<file path="src/rtl/bram_fifo_pkg.sv">
// Shared types for the BRAM-backed FWFT FIFO controller: skid-stage state
// encoding and its occupancy helper.
package bram_fifo_pkg;

    typedef enum logic [1:0] {
        SKID_EMPTY = 2'd0,
        SKID_ONE   = 2'd1,
        SKID_TWO   = 2'd2
    } skid_state_t;

    localparam int unsigned SKID_DEPTH = 2;

    function automatic logic [1:0] skid_count(input skid_state_t s);
        case (s)
            SKID_ONE: return 2'd1;
            SKID_TWO: return 2'd2;
            default:  return 2'd0;
        endcase
    endfunction

endpackage

</file>
<file path="src/rtl/bram_fifo_ctrl_if.sv">
// Producer/consumer and RAM-side signal bundle for bram_fifo_ctrl.
// The level signal exists only when FIFO_LEVEL_EN is defined.
interface bram_fifo_ctrl_if #(
    parameter int DATA_WIDTH = 8,
    parameter int ADDR_WIDTH = 4
);
    logic                  wr;
    logic [DATA_WIDTH-1:0] w_data;
    logic                  rd;
    logic [DATA_WIDTH-1:0] r_data;
    logic                  empty;
    logic                  full;
    logic                  ram_wr_en;
    logic [ADDR_WIDTH-1:0] ram_w_addr;
    logic [DATA_WIDTH-1:0] ram_w_data;
    logic [ADDR_WIDTH-1:0] ram_r_addr;
    logic [DATA_WIDTH-1:0] ram_r_data;
`ifdef FIFO_LEVEL_EN
    logic [ADDR_WIDTH:0]   level;
`endif

    modport slave (
        input  wr, w_data, rd, ram_r_data,
        output r_data, empty, full, ram_wr_en, ram_w_addr, ram_w_data, ram_r_addr
`ifdef FIFO_LEVEL_EN
        , output level
`endif
    );

    modport master (
        output wr, w_data, rd, ram_r_data,
        input  r_data, empty, full, ram_wr_en, ram_w_addr, ram_w_data, ram_r_addr
`ifdef FIFO_LEVEL_EN
        , input level
`endif
    );

endinterface

</file>
<file path="src/rtl/fifo_skid_buf.sv">
// Two-entry output skid stage: absorbs registered RAM read data and presents
// the oldest word at o_head (first-word-fall-through).
module fifo_skid_buf
    import bram_fifo_pkg::*;
#(
    parameter int DATA_WIDTH = 8
) (
    input  logic                  clk,
    input  logic                  reset,
    input  logic                  i_load,
    input  logic [DATA_WIDTH-1:0] i_load_data,
    input  logic                  i_pop,
    output logic [DATA_WIDTH-1:0] o_head,
    output skid_state_t           o_state
);

    skid_state_t           r_state;
    skid_state_t           w_state_next;
    logic [DATA_WIDTH-1:0] r_head;
    logic [DATA_WIDTH-1:0] r_spare;
    logic                  w_head_we;
    logic                  w_head_from_spare;
    logic                  w_spare_we;

    always_ff @(posedge clk) begin
        if (reset) begin
            r_state <= SKID_EMPTY;
        end else begin
            r_state <= w_state_next;
        end
    end

    always_comb begin
        w_state_next = r_state;
        case (r_state)
            SKID_EMPTY: if (i_load) w_state_next = SKID_ONE;
            SKID_ONE: begin
                if (i_load && !i_pop)      w_state_next = SKID_TWO;
                else if (!i_load && i_pop) w_state_next = SKID_EMPTY;
            end
            SKID_TWO:   if (i_pop && !i_load) w_state_next = SKID_ONE;
            default:    w_state_next = SKID_EMPTY;
        endcase
    end

    // In TWO a pop promotes the spare; a load then refills the spare slot.
    always_comb begin
        w_head_we         = 1'b0;
        w_head_from_spare = 1'b0;
        w_spare_we        = 1'b0;
        case (r_state)
            SKID_EMPTY: w_head_we = i_load;
            SKID_ONE: begin
                w_head_we  = i_load && i_pop;
                w_spare_we = i_load && !i_pop;
            end
            SKID_TWO: begin
                w_head_we         = i_pop;
                w_head_from_spare = i_pop;
                w_spare_we        = i_load && i_pop;
            end
            default: ;
        endcase
    end

    always_ff @(posedge clk) begin
        if (reset) begin
            r_head  <= '0;
            r_spare <= '0;
        end else begin
            if (w_head_we)  r_head  <= w_head_from_spare ? r_spare : i_load_data;
            if (w_spare_we) r_spare <= i_load_data;
        end
    end

    assign o_head  = r_head;
    assign o_state = r_state;

endmodule

</file>
<file path="src/rtl/bram_fifo_ctrl.sv">
// FWFT FIFO controller for an external 1-cycle-read simple dual-port RAM.
// Optional occupancy output enabled by defining FIFO_LEVEL_EN.
module bram_fifo_ctrl
    import bram_fifo_pkg::*;
#(
    parameter int DATA_WIDTH = 8,
    parameter int ADDR_WIDTH = 4
) (
    input  logic             clk,
    input  logic             reset,
    bram_fifo_ctrl_if.slave  bus
);

    localparam logic [ADDR_WIDTH:0]   CNT_ONE    = {{ADDR_WIDTH{1'b0}}, 1'b1};
    localparam logic [ADDR_WIDTH:0]   FULL_COUNT = {1'b1, {ADDR_WIDTH{1'b0}}};
    localparam logic [ADDR_WIDTH-1:0] PTR_ONE    = {{(ADDR_WIDTH-1){1'b0}}, 1'b1};

    logic [ADDR_WIDTH-1:0] r_wptr;
    logic [ADDR_WIDTH-1:0] r_rptr;
    logic [ADDR_WIDTH:0]   r_ram_cnt;
    logic [ADDR_WIDTH:0]   r_count;
    logic                  r_inflight;
    logic                  r_full;

    logic                  w_push;
    logic                  w_pop;
    logic                  w_launch;
    logic                  w_empty;
    logic [1:0]            w_skid_cnt;
    logic [2:0]            w_occ;
    logic [2:0]            w_limit;
    logic [ADDR_WIDTH:0]   w_count_next;
    logic [ADDR_WIDTH:0]   w_ram_cnt_next;
    logic [DATA_WIDTH-1:0] w_head;
    skid_state_t           w_skid_state;

    fifo_skid_buf #(
        .DATA_WIDTH (DATA_WIDTH)
    ) u_skid (
        .clk         (clk),
        .reset       (reset),
        .i_load      (r_inflight),
        .i_load_data (bus.ram_r_data),
        .i_pop       (w_pop),
        .o_head      (w_head),
        .o_state     (w_skid_state)
    );

    assign w_empty    = (w_skid_state == SKID_EMPTY);
    assign w_push     = bus.wr && !r_full;
    assign w_pop      = bus.rd && !w_empty;
    assign w_skid_cnt = skid_count(w_skid_state);

    // Launch only if the word will still fit once the in-flight read and this pop settle.
    assign w_occ    = {1'b0, w_skid_cnt} + {2'b00, r_inflight};
    assign w_limit  = 3'(SKID_DEPTH) + {2'b00, w_pop};
    assign w_launch = (r_ram_cnt != '0) && (w_occ < w_limit);

    always_comb begin
        w_count_next = r_count;
        if (w_push && !w_pop)      w_count_next = r_count + CNT_ONE;
        else if (!w_push && w_pop) w_count_next = r_count - CNT_ONE;
    end

    always_comb begin
        w_ram_cnt_next = r_ram_cnt;
        if (w_push && !w_launch)      w_ram_cnt_next = r_ram_cnt + CNT_ONE;
        else if (!w_push && w_launch) w_ram_cnt_next = r_ram_cnt - CNT_ONE;
    end

    always_ff @(posedge clk) begin
        if (reset) begin
            r_wptr     <= '0;
            r_rptr     <= '0;
            r_ram_cnt  <= '0;
            r_count    <= '0;
            r_inflight <= 1'b0;
            r_full     <= 1'b0;
        end else begin
            if (w_push)   r_wptr <= r_wptr + PTR_ONE;
            if (w_launch) r_rptr <= r_rptr + PTR_ONE;
            r_ram_cnt  <= w_ram_cnt_next;
            r_count    <= w_count_next;
            r_inflight <= w_launch;
            r_full     <= (w_count_next == FULL_COUNT);
        end
    end

    assign bus.r_data     = w_head;
    assign bus.empty      = w_empty;
    assign bus.full       = r_full;
    assign bus.ram_wr_en  = w_push;
    assign bus.ram_w_addr = r_wptr;
    assign bus.ram_w_data = bus.w_data;
    assign bus.ram_r_addr = r_rptr;

`ifdef FIFO_LEVEL_EN
    assign bus.level = r_count;
`endif

endmodule

</file>
<file path="src/flat_wrapper.sv">
// flat-port wrapper written by rule: the top's interface ports become plain ports
module bram_fifo_ctrl_flat import bram_fifo_pkg::*;
#(
    parameter int DATA_WIDTH = 8,
    parameter int ADDR_WIDTH = 4
)
  (clk, reset, bus_wr, bus_w_data, bus_rd, bus_ram_r_data, bus_r_data, bus_empty, bus_full, bus_ram_wr_en, bus_ram_w_addr, bus_ram_w_data, bus_ram_r_addr);
  bram_fifo_ctrl_if #(.DATA_WIDTH(DATA_WIDTH), .ADDR_WIDTH(ADDR_WIDTH)) bus_i ();
  input  logic clk;
  input  logic reset;
  input wire logic [$bits(bus_i.wr)-1:0] bus_wr;
  input wire logic [$bits(bus_i.w_data)-1:0] bus_w_data;
  input wire logic [$bits(bus_i.rd)-1:0] bus_rd;
  input wire logic [$bits(bus_i.ram_r_data)-1:0] bus_ram_r_data;
  output wire logic [$bits(bus_i.r_data)-1:0] bus_r_data;
  output wire logic [$bits(bus_i.empty)-1:0] bus_empty;
  output wire logic [$bits(bus_i.full)-1:0] bus_full;
  output wire logic [$bits(bus_i.ram_wr_en)-1:0] bus_ram_wr_en;
  output wire logic [$bits(bus_i.ram_w_addr)-1:0] bus_ram_w_addr;
  output wire logic [$bits(bus_i.ram_w_data)-1:0] bus_ram_w_data;
  output wire logic [$bits(bus_i.ram_r_addr)-1:0] bus_ram_r_addr;
  assign bus_i.wr = bus_wr;
  assign bus_i.w_data = bus_w_data;
  assign bus_i.rd = bus_rd;
  assign bus_i.ram_r_data = bus_ram_r_data;
  assign bus_r_data = bus_i.r_data;
  assign bus_empty = bus_i.empty;
  assign bus_full = bus_i.full;
  assign bus_ram_wr_en = bus_i.ram_wr_en;
  assign bus_ram_w_addr = bus_i.ram_w_addr;
  assign bus_ram_w_data = bus_i.ram_w_data;
  assign bus_ram_r_addr = bus_i.ram_r_addr;
  bram_fifo_ctrl #(.DATA_WIDTH(DATA_WIDTH), .ADDR_WIDTH(ADDR_WIDTH)) u_core (.clk(clk), .reset(reset), .bus(bus_i));
endmodule
</file>
<file path="config.mk">
export PLATFORM = sky130hd
export DESIGN_NAME = bram_fifo_ctrl_flat
export DESIGN_NICKNAME = d
export VERILOG_FILES = /design/src/rtl/bram_fifo_pkg.sv /design/src/rtl/bram_fifo_ctrl_if.sv /design/src/rtl/fifo_skid_buf.sv /design/src/rtl/bram_fifo_ctrl.sv /design/src/flat_wrapper.sv
export SDC_FILE = /design/constraint.sdc
export NUM_CORES = 1
export LEC_CHECK = 0
export BUFFER_PORTS_ARGS = -buffer_cell sky130_fd_sc_hd__buf_2
export CAP_MARGIN = 5
export CELL_PAD_IN_SITES_DETAIL_PLACEMENT = 1
export CELL_PAD_IN_SITES_GLOBAL_PLACEMENT = 1
export CORE_AREA = 2 2 79 81
export CTS_BUF_LIST = sky130_fd_sc_hd__clkbuf_4 sky130_fd_sc_hd__clkbuf_8
export DETAILED_ROUTE_END_ITERATION = 8
export DIE_AREA = 0 0 81 83
export PLACE_DENSITY_LB_ADDON = 0.1
export SLEW_MARGIN = 40
export SYNTH_ARGS = -nofsm -noshare
export SYNTH_HDL_FRONTEND = slang
export SYNTH_SLANG_ARGS = --single-unit
export TNS_END_PERCENT = 30
</file>
<file path="constraint.sdc">
create_clock -name clk -period 3.8 [get_ports clk]
set_input_delay 0.19 -clock clk [delete_from_list [all_inputs] [get_ports clk]]
set_output_delay 0.19 -clock clk [all_outputs]
set_load 0.005 [all_outputs]
</file>
After elaboration in Yosys (flattened, before gate mapping)
Cells that the tools add are included.
W data, S select, Z words.
{ "classes": {"eq_ne": 6, "n_reduce_logical": 20, "n_lt_le_gt_ge": 1, "n_mux": 14, "add_sub_neg": 8} }
{ "op_table": {"columns": ["operator", "n"], "rows": [
  ["$mux W5", 4],
  ["$add A5 B1 Y5 const B", 2],
  ["$logic_and A1 B1 Y1", 10],
  ["$sub A5 B1 Y5 const B", 2],
  ["$add A4 B1 Y4 const B", 2],
  ["$mux W2", 4],
  ["$mux W8", 1],
  ["$logic_not A1 Y1", 6],
  ["$pmux W2 S3", 1],
  ["$eq A5 B5 Y1 const B", 1],
  ["$reduce_bool A5 Y1", 1],
  ["$pmux W2 S2", 1],
  ["$add A2 B1 Y3", 1],
  ["$add A2 B1 Y3 const A", 1],
  ["$lt A3 B3 Y1", 1],
  ["$ne A3 B3 Y1 const B", 1],
  ["$pmux W1 S3", 1],
  ["$reduce_and A3 Y1", 1],
  ["$eq A2 B1 Y1 const B", 1],
  ["$eq A2 B2 Y1 const B", 1],
  ["$logic_not A2 Y1", 1],
  ["$ne A2 B1 Y1 const B", 1],
  ["$ne A2 B2 Y1 const B", 1],
  ["$pmux W1 S2", 1],
  ["other kinds (2)", 2]
]} }
{ "word_totals": {"out_inout_bits": 27, "wordCells": 58, "regBits": 38, "input_bits": 20} }

Depth between registers and ports, before layout
{ "logic_depth": {"word_depth": 9, "depth_mapped": 15, "mapped_depth_nobuf": 15} }

Modules after synthesis
Synthesis repeated with hierarchy kept, for this count alone.
{ "unflattened": {"cells_unflattened": 248, "hier_area_um2": 2254.7} }
{ "by_module_without_submodules": {"columns": ["mod", "instances", "seq_area_each_um2", "cells_each", "area_per_inst_um2"], "rows": [
  ["bram_fifo_ctrl", 1, 400.4, 130, 1168.6],
  ["fifo_skid_buf", 1, 360.3, 118, 1086.0]
]} }

Worst setup path after synthesis
No wires, ideal clock.
{ "synth_path": {"path_type": "reg-to-reg", "start": "register u_core.u_skid.r_state[1], in the netlist u_core.u_skid.o_state[1]", "end": "register u_core.r_ram_cnt[4]", "t_required_ps": 3730, "stages_incl_launch_ff": 16, "period_less_slack_ps": 2874, "arrival_time_ps": 2804, "setup_ps": 70, "path_slack_ps": 926, "path_buffers": 0, "cell_sequence": "dfxtp_1 inv_1 ha_1 ha_1 ha_1 o21a_1 nor3_4 inv_2 ha_1 inv_1 fa_1 a21o_1 a21oi_1 xnor2_1 or3_1 a21oi_1"} }
{ "synth_via": {"elab_chain_cells": 9, "word_cells_on_any_way": 15, "classes_between": "add/sub (2); order compare (1); eq/ne (2); mux (2); reduce/logical (8)"} }
{ "synth_lines": {"columns": ["element", "line", "rtl"], "rows": [
  ["start: declaration", "fifo_skid_buf.sv:17", "skid_state_t r_state;"],
  ["start signal: assignment", "fifo_skid_buf.sv:29", "r_state <= w_state_next;"],
  ["parallel branches: the longest is 4 deep, another holds $add A2 B1 Y3", null, null],
  ["$lt A3 B3 Y1 (*)", "bram_fifo_ctrl.sv:57", "assign w_launch = (r_ram_cnt != '0) && (w_occ < w_limit);"],
  ["$logic_and A1 B1 Y1 (*)", "bram_fifo_ctrl.sv:57", null],
  ["$logic_not A1 Y1", "bram_fifo_ctrl.sv:67", "if (w_push && !w_launch) w_ram_cnt_next = r_ram_cnt + CNT_ONE;"],
  ["$logic_and A1 B1 Y1", "bram_fifo_ctrl.sv:67", null],
  ["$mux W5 or $reduce_bool A2 Y1 (tied branches)", null, null],
  ["end signal: assignment", "bram_fifo_ctrl.sv:82", "r_ram_cnt <= w_ram_cnt_next;"],
  ["end: declaration", "bram_fifo_ctrl.sv:20", "logic [ADDR_WIDTH:0] r_ram_cnt;"]
]} }
Every way passes the cells marked *.
A chain may end at the register's enable or synchronous reset.

Worst setup path in the final report
Same ends and word-level chain as after synthesis.

==> results.sh <==
export IMPL_status="complete, no violations"
export IMPL_cts_hold_fix_buffers=0
export IMPL_critPathRequiredTime_ps=4020
export IMPL_ys_seq_area_share_pct=37.9
export IMPL_worst_hold_path_type="in -> reg"
export IMPL_flops_latches_synth=38
export IMPL_synth_enable_flop_cells=0
export IMPL_cellPowerDensity_nw_per_um2=695
export IMPL_global_route_wire_length_before_repair_mm=7.42
export IMPL_post_route_util_pct=38.7
export IMPL_async_reset_ff_share_pct=0
export IMPL_period_share_pct=81.5
export IMPL_cts_tree="yes"
export IMPL_reg2reg_to="u_core.r_ram_cnt[4]"
export IMPL_irDropWorstVdd_uv=258
export IMPL_crit_path_start="u_core.u_skid.o_state[1]"
export IMPL_finalMaxSlewViolations=0
export IMPL_synth_avg_cell_area_um2=8.99
export IMPL_p_total_uw=1570
export IMPL_synth_top_flop_cell="sky130_fd_sc_hd__dfxtp_1"
export IMPL_worst_clock_skew_ps=6.71
export IMPL_initial_core_util_pct=34.5
export IMPL_clock_insertion_delay_worst_skew_ps=290
export IMPL_routed_wire_length_mm=4.35
export IMPL_route_vias_total=1555
export IMPL_die_height_um=83
export IMPL_rows=28
export IMPL_detail_route_antenna_nets=0
export IMPL_cts_sinks=38
export IMPL_power_leakage_uw=0.00106
export IMPL_placeableCoreArea_um2=5820
export IMPL_n_fill_cell=734
export IMPL_hold_path_cell_count=3
export IMPL_numPortBuffers=30
export IMPL_place_gp_congestion=0.781
export IMPL_worstSetupPathType="reg -> reg"
export IMPL_wl_per_cell_um=13.6
export IMPL_yosys_warnings=0
export IMPL_post_place_cells=313
export IMPL_cts_htree_levels=2
export IMPL_endpoint_kind="flip-flop"
export IMPL_synth_xor_area_share_pct=5.24
export IMPL_netlist_area_um2=2010
export IMPL_die_area_um2=6720
export IMPL_synthMuxAreaShare_pct=6.49
export IMPL_reg2reg_slack_ps=700
export IMPL_instances_no_fill=321
export IMPL_io_pins=47
export IMPL_drt_iter0_markers=22
export IMPL_grtUsageTotal_pct=14.0
export IMPL_fin_worst_hold_slack_ps=140
export IMPL_final_setup_tns_ps=0
export IMPL_post_synth_num_cell_types=38
export IMPL_hold_path_endpoint="u_core.u_skid.r_spare[6]"
export IMPL_worstReg2RegStart="u_core.u_skid.o_state[1]"
export IMPL_worst_r2r_cell_count=15
export IMPL_synth_simple_gate_area_share_pct=19.0
export IMPL_antenna_diode_count=0
export IMPL_netlist_instances=223
export IMPL_timing_max_slew_rel_slack_pct=48.9
export IMPL_worst_pin_slew_ps=766
export IMPL_synth_top_family_by_area="simple AND/OR/NAND/NOR gates"
export IMPL_pin_count_of_the_biggest_net_entering_global_routing=39
export IMPL_vias_in_the_first_global_route=1565
export IMPL_numCtsBuffers=5
export IMPL_cts_setup_buffers=0
export IMPL_cts_root_buf="sky130_fd_sc_hd__clkbuf_8"
export IMPL_worstSetupStartpointType="flip-flop"
export IMPL_post_cts_resize_count=0
export IMPL_most_frequent_cells_in_the_layout="sky130_fd_sc_hd__nor2_1 (38), sky130_fd_sc_hd__dfxtp_1 (38), sky130_fd_sc_hd__buf_2 (30)"
export IMPL_clock_tree_buffer_depth=2
export IMPL_antenna_found_initial=0
export IMPL_firstDrtPassIters=4
export IMPL_timing_hold_worst_start="bus_ram_r_data[6]"
export IMPL_critical_path_max_fanout=5
export IMPL_vias_per_cell=4.84
export IMPL_highest_attainable_clock_frequency_mhz=323
export IMPL_yosys_area_share_adder_pct=12.2
export IMPL_synth_compound_gate_area_share_pct=11.7
export IMPL_drt_drc_violations_left=0
export IMPL_cap_viol_max_count=0
export IMPL_synthesis_nets=262
export IMPL_area_growth_pct=12.4
export IMPL_clk_pin_slew_worst_paths_ps=80
export IMPL_setup_repair_after_global_routing_missed_its_margin="false"
export IMPL_fraction_of_final_layout_cells_sized_beyond_drive_strength_1_pct=18.7
export IMPL_finalCriticalPeriod_ps=3100
export IMPL_final_hold_viol_count=0
export IMPL_worst_ep_arrival_time_ps=3320
export IMPL_fp_dieW_um=81
export IMPL_grt_remaining_overflow=0
export IMPL_setup_viol=0
export IMPL_dp_final_hpwl_mm=3.08
export IMPL_num_nets_final=284
kinds of logic after synthesis:
logic type | after synthesis
AND/OR/NAND/NOR | 82
flip-flops | 38
AO/OA/AOI/OAI | 31
buffers and inverters | 28
adder cells (fa/ha/maj) | 19
multiplexers | 13
XOR/XNOR | 12
worst max-delay path by stage:
stage                           to  slack [ps]  cells past startpoint
2_1_floorplan  u_core.r_ram_cnt[4]         930                     15
3_3_place_gp   u_core.r_ram_cnt[4]         780                     15
3_5_place_dp   u_core.r_ram_cnt[4]         710                     15
4_1_cts        u_core.r_ram_cnt[4]         690                     15
5_1_grt        u_core.r_ram_cnt[4]         470                     15
6_report       u_core.r_ram_cnt[4]         700                     15
metrics by stage:
step,instance area (um2),worst slack (ps)
2_1_floorplan,2010,926
3_3_place_gp,2160,783
3_5_place_dp,2160,710
4_1_cts,2250,694
5_1_grt,2250,469
6_report,2250,704
sequential cells by signal (all words and copies together) (netlist names):
name                   count
u_core.u_skid.o_head       8
u_core.u_skid.r_spare      8
u_core.r_count             5
u_core.r_ram_cnt           5
u_core.bus.ram_r_addr      4
u_core.bus.ram_w_addr      4
u_core.u_skid.o_state      2
u_core.bus.full            1
u_core.r_inflight          1
cells in the mapped netlist, types with 2 or more instances:
| cell type | count | area share, % |
|---|---|---|
| sky130_fd_sc_hd__nand3_1 | 10 | 2.5 |
| sky130_fd_sc_hd__or3_1 | 2 | 0.62 |
| sky130_fd_sc_hd__xor2_1 | 4 | 1.7 |
| sky130_fd_sc_hd__nor2b_1 | 4 | 1.2 |
| sky130_fd_sc_hd__clkbuf_1 | 6 | 1.1 |
| sky130_fd_sc_hd__buf_4 | 9 | 3.4 |
| sky130_fd_sc_hd__a22oi_1 | 2 | 0.75 |
| sky130_fd_sc_hd__a2bb2oi_1 | 2 | 0.87 |
| sky130_fd_sc_hd__nor4b_1 | 2 | 0.87 |
| sky130_fd_sc_hd__xnor2_1 | 8 | 3.5 |
| sky130_fd_sc_hd__ha_1 | 18 | 11 |
| sky130_fd_sc_hd__a21o_1 | 2 | 0.75 |
| sky130_fd_sc_hd__mux2i_1 | 13 | 6.5 |
| sky130_fd_sc_hd__a311oi_1 | 9 | 3.9 |
| sky130_fd_sc_hd__dfxtp_1 | 38 | 38 |
| sky130_fd_sc_hd__a21oi_1 | 7 | 1.7 |
| sky130_fd_sc_hd__o21ai_0 | 3 | 0.75 |
| sky130_fd_sc_hd__nand2_1 | 19 | 3.6 |
| sky130_fd_sc_hd__inv_1 | 9 | 1.7 |
| sky130_fd_sc_hd__nor2_1 | 38 | 7.1 |
worst max-delay path, cell delays in order, from the launching register on:
cell                      delay (ps)
sky130_fd_sc_hd__dfxtp_1         380
sky130_fd_sc_hd__inv_1            90
sky130_fd_sc_hd__ha_1            180
sky130_fd_sc_hd__ha_1            180
sky130_fd_sc_hd__ha_1            270
sky130_fd_sc_hd__o21a_1          170
sky130_fd_sc_hd__nor3_4           60
sky130_fd_sc_hd__inv_2           100
sky130_fd_sc_hd__ha_1            180
sky130_fd_sc_hd__inv_1           110
sky130_fd_sc_hd__fa_1            410
sky130_fd_sc_hd__a21o_1          190
sky130_fd_sc_hd__a21oi_1         170
sky130_fd_sc_hd__xnor2_1          90
sky130_fd_sc_hd__or3_1           300
sky130_fd_sc_hd__a21oi_1         130
layout make-up:
cell class / count / area [um2] / share of cell area, %
multi-input combinational: 157 / 1100 / 48.6
sequential: 38 / 761 / 33.8
timing repair buffer: 32 / 165 / 7.33
tap: 75 / 93.8 / 4.16
clock buffer: 6 / 82.6 / 3.66
inverter: 11 / 42.5 / 1.89
clock inverter: 2 / 12.5 / 0.555
power breakdown:
group	switching, uW	internal, uW	total [uW]
clock network	153	146	299
registers	78.5	496	574
logic	369	323	692
total	600	965	1570
per-layer routing:
layer,global-route usage [%],up-vias,wire (um)
met5,0,-,0
met4,3.85,0,30
met3,4.02,4,206
met2,21.8,30,1970
met1,18.7,723,2150
li1,-,798,-
(Power assumes the default switching activity.)
